### src/rtl/tetris_pkg.sv
// Shared playfield geometry, row type and line-clear FSM state encoding.
package tetris_pkg;

    localparam int GRID_COLS = 10;
    localparam int GRID_ROWS = 22;
    localparam int CELL_W    = 4;
    localparam int ROW_W     = GRID_COLS * CELL_W;
    localparam int ADDR_W    = 5;
    localparam int CNT_W     = 5;
    localparam int LC_TOT_W  = 16;

    typedef logic [ROW_W-1:0]  row_t;
    typedef logic [ADDR_W-1:0] row_addr_t;

    typedef enum logic [2:0] {
        IDLE = 3'd0,
        RD   = 3'd1,
        EV   = 3'd2,
        FILL = 3'd3,
        DONE = 3'd4
    } lc_state_t;

endpackage

### src/rtl/row_full_detect.sv
// Flags a row as full when every cell holds a nonzero colour code.
module row_full_detect
    import tetris_pkg::*;
(
    input  row_t row,
    output logic full
);

    always_comb begin
        full = 1'b1;
        for (int c = 0; c < GRID_COLS; c++) begin
            if (row[c*CELL_W +: CELL_W] == '0) begin
                full = 1'b0;
            end
        end
    end

endmodule

### src/rtl/line_clear_ctrl.sv
// Bottom-up row scan that removes full rows, compacts survivors downward and
// zero-fills the vacated top rows, then reports the number of rows cleared.
module line_clear_ctrl
    import tetris_pkg::*;
#(
    parameter int TOT_W = LC_TOT_W
) (
    input  logic             Clk,
    input  logic             reset_rtl_0,
    input  logic             start,
    input  logic             clr_total,
    output row_addr_t        row_rd_addr,
    input  row_t             row_rd_data,
    output logic             row_wr_en,
    output row_addr_t        row_wr_addr,
    output row_t             row_wr_data,
    output logic             busy,
    output logic             done,
    output logic [CNT_W-1:0] lines_cleared,
    output logic [TOT_W-1:0] lines_total,
    output lc_state_t        dbg_state
);

    localparam row_addr_t LAST_ROW = row_addr_t'(GRID_ROWS - 1);

    // Handshake: start is a single-cycle request sampled only in IDLE; busy
    // covers the whole pass and done pulses for exactly one cycle at its end,
    // with lines_cleared/lines_total updated on the edge that closes DONE.

    lc_state_t        state, state_n;
    row_addr_t        rp, rp_n;
    row_addr_t        wp, wp_n;
    logic [CNT_W-1:0] count, count_n;
    logic             full;
    logic [TOT_W:0]   total_sum;

    row_full_detect u_full (
        .row  (row_rd_data),
        .full (full)
    );

    always_comb begin
        state_n     = state;
        rp_n        = rp;
        wp_n        = wp;
        count_n     = count;
        row_wr_en   = 1'b0;
        row_wr_data = '0;
        case (state)
            IDLE: begin
                if (start) begin
                    rp_n    = LAST_ROW;
                    wp_n    = LAST_ROW;
                    count_n = '0;
                    state_n = RD;
                end
            end
            RD: state_n = EV;
            EV: begin
                if (full) begin
                    count_n = count + 1'b1;
                end else begin
                    // A survivor already at its final position needs no write.
                    if (rp != wp) begin
                        row_wr_en   = 1'b1;
                        row_wr_data = row_rd_data;
                    end
                    if (wp != '0) begin
                        wp_n = wp - 1'b1;
                    end
                end
                if (rp == '0) begin
                    state_n = (count_n != '0) ? FILL : DONE;
                end else begin
                    rp_n    = rp - 1'b1;
                    state_n = RD;
                end
            end
            FILL: begin
                row_wr_en = 1'b1;
                if (wp == '0) begin
                    state_n = DONE;
                end else begin
                    wp_n = wp - 1'b1;
                end
            end
            DONE:    state_n = IDLE;
            default: state_n = IDLE;
        endcase
    end

    assign row_rd_addr = rp;
    assign row_wr_addr = wp;
    assign busy        = (state == RD) || (state == EV) || (state == FILL);
    assign done        = (state == DONE);
    assign dbg_state   = state;
    assign total_sum   = {1'b0, lines_total} + {{(TOT_W + 1 - CNT_W){1'b0}}, count};

    always_ff @(posedge Clk or negedge reset_rtl_0) begin
        if (!reset_rtl_0) begin
            state         <= IDLE;
            rp            <= '0;
            wp            <= '0;
            count         <= '0;
            lines_cleared <= '0;
            lines_total   <= '0;
        end else begin
            state <= state_n;
            rp    <= rp_n;
            wp    <= wp_n;
            count <= count_n;
            if (state == DONE) begin
                lines_cleared <= count;
            end
            if (clr_total) begin
                lines_total <= '0;
            end else if (state == DONE) begin
                lines_total <= total_sum[TOT_W] ? '1 : total_sum[TOT_W-1:0];
            end
        end
    end

endmodule

### config.mk
export PLATFORM = sky130hd
export DESIGN_NAME = line_clear_ctrl
export DESIGN_NICKNAME = d
export VERILOG_FILES = /design/src/rtl/tetris_pkg.sv /design/src/rtl/row_full_detect.sv /design/src/rtl/line_clear_ctrl.sv
export SDC_FILE = /design/constraint.sdc
export NUM_CORES = 1
export LEC_CHECK = 0
export ABC_AREA = 1
export BUFFER_PORTS_ARGS = -buffer_cell sky130_fd_sc_hd__buf_2
export CORE_ASPECT_RATIO = 2
export CORE_MARGIN = 4
export CORE_UTILIZATION = 44
export CTS_CLUSTER_DIAMETER = 50
export DETAILED_ROUTE_END_ITERATION = 10
export PLACE_DENSITY = 0.77
export REMOVE_ABC_BUFFERS = 1
export SYNTH_ARGS = -nofsm -noshare
export SYNTH_HDL_FRONTEND = slang
export SYNTH_SLANG_ARGS = --single-unit
### constraint.sdc
create_clock -name Clk -period 2.38 [get_ports Clk]
set_clock_uncertainty 0.15 [all_clocks]
set_input_delay 0.476 -clock Clk [delete_from_list [all_inputs] [get_ports Clk]]
set_output_delay 0.476 -clock Clk [all_outputs]
set_load 0.1 [all_outputs]
Yosys cells after proc, flatten, opt, wreduce, memory -nomap -nowiden --
Index checks and enable logic that the tools add are counted.
Storage, ports and cells: bits in registers 39, input port bits 44, output and inout bits 77, logic and storage cells 80
Operators by class: add/subtract/negate cells 4, equal/unequal tests 11, mux-type cells 35, reduce and logical (&&, ||, !) cells 24
Operator list (count):
- 40-bit 2-to-1 mux | 3
- 16-bit 2-to-1 mux | 3
- 4-bit logical NOT | 10
- 5-bit 2-to-1 mux | 8
- 5-bit case mux with 2 select lines | 2
- 16-bit by 5-bit adder with 17-bit output | 1
- 5-bit case mux with 3 select lines | 1
- 1-bit 2-to-1 mux | 12
- 3-bit 2-to-1 mux | 4
- 2-bit inequality test (second input constant) | 6
- 3-bit case mux with 4 select lines | 1
- 5-bit logical NOT | 2
- 5-bit nonzero test | 2
- 5-bit by 1-bit subtractor with 5-bit output (second input constant) | 2
- 3-bit by 2-bit equality test with 1-bit output (second input constant) | 2
- 5-bit by 1-bit adder with 5-bit output (second input constant) | 1
- 5-bit inequality test | 1
- 5-bit AND reduction | 1
- 2-bit AND reduction | 2
- 2-bit nonzero test | 2
- 3-bit by 1-bit equality test with 1-bit output (second input constant) | 1
- 3-bit equality test (second input constant) | 1
- 3-bit logical NOT | 1
- 3-bit AND reduction | 1
- 3 further kinds | 4

Longest topological paths before layout --
depth after elaboration 17, gate-level depth with buffers 12, mapped depth without buffers 12

Hierarchy --
A second synthesis with hierarchy kept.
Unflattened totals: cell total of the unflattened synthesis 467, area, all modules 2969.1 um2
Modules (own cells, without submodules):
- line_clear_ctrl | instances 1, cells an instance 430, area an instance 2820.2 um2, sequential area each 975.9 um2
- row_full_detect | instances 1, cells an instance 37, area an instance 148.9 um2, sequential area each 0.0 um2

Least setup slack after synthesis --
OpenSTA, ideal clock, no wires.
kind register -> output, from register rp[1], in the netlist row_rd_addr[1], to output row_wr_data[30], arrival 3.058 ns, data required time 1.754 ns, path slack -1.304 ns, stages on the path, launching flop included 8, buffers on the path 1, cells stage by stage dfrtp_1 inv_1 o22ai_1 nor2_1 o221ai_1 o311ai_2 buf_2 nor2_1
Between the ends: word-level cells in the longest chain between the ends 4
RTL lines:
- from (decl) | RTL line line_clear_ctrl.sv:31 | row_addr_t rp, rp_n;
- from (signal assigned) | RTL line line_clear_ctrl.sv:109 | rp <= rp_n;
- 5-bit inequality test | RTL line line_clear_ctrl.sv:64 | if (rp != wp) begin
- 40-bit 2-to-1 mux | RTL line line_clear_ctrl.sv:64
- 40-bit 2-to-1 mux | RTL line line_clear_ctrl.sv:60 | if (full) begin
- 40-bit 2-to-1 mux | RTL line line_clear_ctrl.sv:49 | case (state)
- to (decl) | RTL line line_clear_ctrl.sv:16 | output row_t row_wr_data,
Every way passes these cells.

Worst setup path after layout --
from register rp[0], in the netlist row_rd_addr[0], to output row_wr_data[1]
The elaborated chain is that of the path after synthesis.

==> results.sh <==
export IMPL_final_common_cell="inv_1"
export IMPL_clk_insertion_delay_late_ps=290
export IMPL_dp_hpwl_mm=8.40
export IMPL_cp_num_buf_inv=4
export IMPL_avgSynthCellArea_um2=6.74
export IMPL_power_leakage_nw=2.56
export IMPL_cp_endpoint="row_wr_data[1]"
export IMPL_setup_worst_path_start="row_rd_addr[0]"
export IMPL_cts_sinks=39
export IMPL_io_buffers=120
export IMPL_grt_max_degree=26
export IMPL_finalSetupViolations=41
export IMPL_cp_arrival_ps=1980
export IMPL_critical_path_class="register to output pin"
export IMPL_core_area_mm2=0.00641
export IMPL_grt_use_total_pct=27.2
export IMPL_hold_viol=0
export IMPL_path_max_fanout=12
export IMPL_reg2reg_depth=10
export IMPL_start_util_pct=45.8
export IMPL_cap_violations=0
export IMPL_clk_pin_slew_ps=60
export IMPL_layout_common_cells="85 x inv_1, 79 x buf_2, 69 x nand2_1"
export IMPL_cp_slowest_cell="dfrtp_1"
export IMPL_routedWlPerCell_um=16.2
export IMPL_vias=3585
export IMPL_max_vdd_ir_drop_mv=0.889
export IMPL_drv_slew=0
export IMPL_layout_nets=650
export IMPL_nFillCells=421
export IMPL_antenna_found_initial=0
export IMPL_worstReg2RegStart="lines_total[0]"
export IMPL_vias_per_cell=5.26
export IMPL_timing_final_crit_period_ps=2610
export IMPL_met3_usage_pct=6.95
export IMPL_fmax_ghz=0.384
export IMPL_clockRootBuffer="clkbuf_16"
export IMPL_hold_start="lines_cleared[3]"
export IMPL_cts_inserted_buffers=5
export IMPL_synth_distinct_cells=34
export IMPL_met2_usage_pct=53.7
export IMPL_crit_chain="inv_2 > o22ai_2 > nor2_1 > o221ai_2 > o311ai_4 > buf_6 > clkbuf_16 > nor2_1 > buf_12"
export IMPL_dieArea_mm2=0.00813
export IMPL_cp_start_kind="register"
export IMPL_rsz0062_at_grt="yes"
export IMPL_htreeDepth=2
export IMPL_crit_required_ps=1750
export IMPL_placed_cells=664
export IMPL_p_per_area_mw_per_mm2=1180
export IMPL_yosys_warnings=0
export IMPL_syn_inst=436
export IMPL_ys_seq_area_share_pct=33.2
export IMPL_drt_total_wl_mm=11.1
export IMPL_violations="negative setup slack"
export IMPL_chipHeight_um=124
export IMPL_cp_num_cells=9
export IMPL_grt_ovfl_total=0
export IMPL_setup_ws_ps=-226
export IMPL_clk_path_buf_depth=2
export IMPL_drtPass1Iterations=4
export IMPL_antenna_cells=0
export IMPL_crit_top_cell="nor2_1"
export IMPL_crit_path_end_kind="output pin"
export IMPL_synth_seq_cells=39
export IMPL_cts_tree="done"
export IMPL_status="finished with violations"
export IMPL_finalWeightedCongestion=0.956
export IMPL_slowest_delay_ps=400
export IMPL_io_pins=121
export IMPL_first_global_vias=3775
export IMPL_grt_pass1_wl_mm=17.0
export IMPL_tightest_slew_ps=511
export IMPL_rows=41
export IMPL_r2r_end="lines_total[9]"
export IMPL_design_area_mm2=0.00488
export IMPL_busiest_layer="met2"
export IMPL_slew_headroom_pct=65.9
export IMPL_drt_initial_drc_count=177
export IMPL_cp_top_family="buffers and inverters"
export IMPL_syn_area_mm2=0.00294
export IMPL_drc_errors=0
export IMPL_fin_crit_sh_pct=109
export IMPL_rrSetupSlack_ps=160
export IMPL_postRouteAntennaNets=0
export IMPL_worstHoldPathType="register to register"
export IMPL_grtUsageMet1_pct=23.1
export IMPL_drive_above_1_share_pct=37.4
export IMPL_die_w_um=65.8
export IMPL_placed_area_mm2=0.00449
export IMPL_syn2layout_area_growth_pct=66.1
export IMPL_fin_cells=682
[how the worst min path moves through the flow]
stage                       end  slack, ps  depth (start not counted)
6_report       lines_cleared[3]        360                          2
5_1_grt        lines_cleared[1]        390                          2
4_1_cts        lines_cleared[3]        360                          2
3_5_place_dp     lines_total[2]        180                          1
3_3_place_gp     lines_total[2]        180                          1
2_1_floorplan          count[0]         30                          0
[per-layer routing]
metal | vias up | part of all wire [%] | wire length, µm
met5 | - | 0 | 0
met4 | 0 | 5.8 | 641
met1 | 1678 | 30 | 3320
li1 | 1685 | - | -
met3 | 60 | 7.0 | 769
met2 | 162 | 57 | 6330
[tightest hold or removal path: stages, from the launching register on]
cell	delay, ps
dfrtp_1	360
nand2_1	50
o21ai_0	60
[report_power, final]
part,switching (mW),internal (mW)
sequential,0.157,0.808
combinational,2.96,1.18
clock,0.271,0.388
total,3.39,2.38
[Yosys cell counts, drive strengths merged]
library cell	n	area share (%)
nand4	11	2.3
dfrtp	39	33
xor2	10	3.0
nor2	83	12
o31ai	1	0.26
or2	1	0.21
a21oi	11	2.9
ha	10	4.3
o221ai	1	0.30
xnor2	2	0.60
nand2	74	9.9
fa	1	0.68
nand3	27	4.9
o311ai	1	0.55
buf	6	1.0
clkbuf	2	0.26
o22ai	6	1.3
inv	95	12
nor3	5	1.0
nor4	1	0.21
o21ai	49	8.5
[flip-flops by register name, summed over array words and instances (netlist names)]
| signal | flops |
|---|---|
| row_wr_addr | 5 |
| row_rd_addr | 5 |
| lines_total | 16 |
| dbg_state | 3 |
| count | 5 |
| lines_cleared | 5 |
[final cells by class]
| class | instances | area (µm²) | area share [%] |
|---|---|---|---|
| repair buffers | 160 | 1580 | 32.4 |
| inverters | 95 | 359 | 7.36 |
| well taps | 86 | 108 | 2.20 |
| clock buffers | 7 | 133 | 2.72 |
| clock inverters | 1 | 5.00 | 0.103 |
| flip-flops and latches | 39 | 978 | 20.0 |
| multi-input cells | 294 | 1720 | 35.1 |
[metrics by stage]
stage | TNS [ps] | utilization (%) | total power, mW | hold WS [ps] | setup slack (ps)
floorplan | -115610 | - | 3.64 | 30.4 | -2220
global placement | -148 | 70.0 | 4.81 | 183 | -10.9
detailed placement | -1200 | 70.0 | 4.88 | 183 | -81.5
CTS | -7240 | 73.0 | 5.60 | 358 | -208
global route | -10850 | 76.1 | 6.01 | 388 | -300
finish | -7780 | 76.1 | 5.77 | 356 | -226
[cell families (layout without fill, tap and decap cells)]
family                     count (synthesis)  after routing  share of synthesized area, %
AOI/OAI and AO/OA                         69             69                          13.8
adders and majority gates                 11             11                          4.94
xor gates and xnor gates                  12             12                          3.58
buffers and inverters                    103            263                          13.5
DFF                                       39             39                          33.2
and+or+nand+nor                          202            202                          31.0
[what timing repair did]
item	4_1_cts	5_1_grt
hold buffers	1	0
setup endpoints to repair	41	56
resized for setup	7	33
setup buffers	3	4
pin swaps	1	3
gates cloned	0	2
hold endpoints to repair	7	0
(Power assumes the default switching activity.)
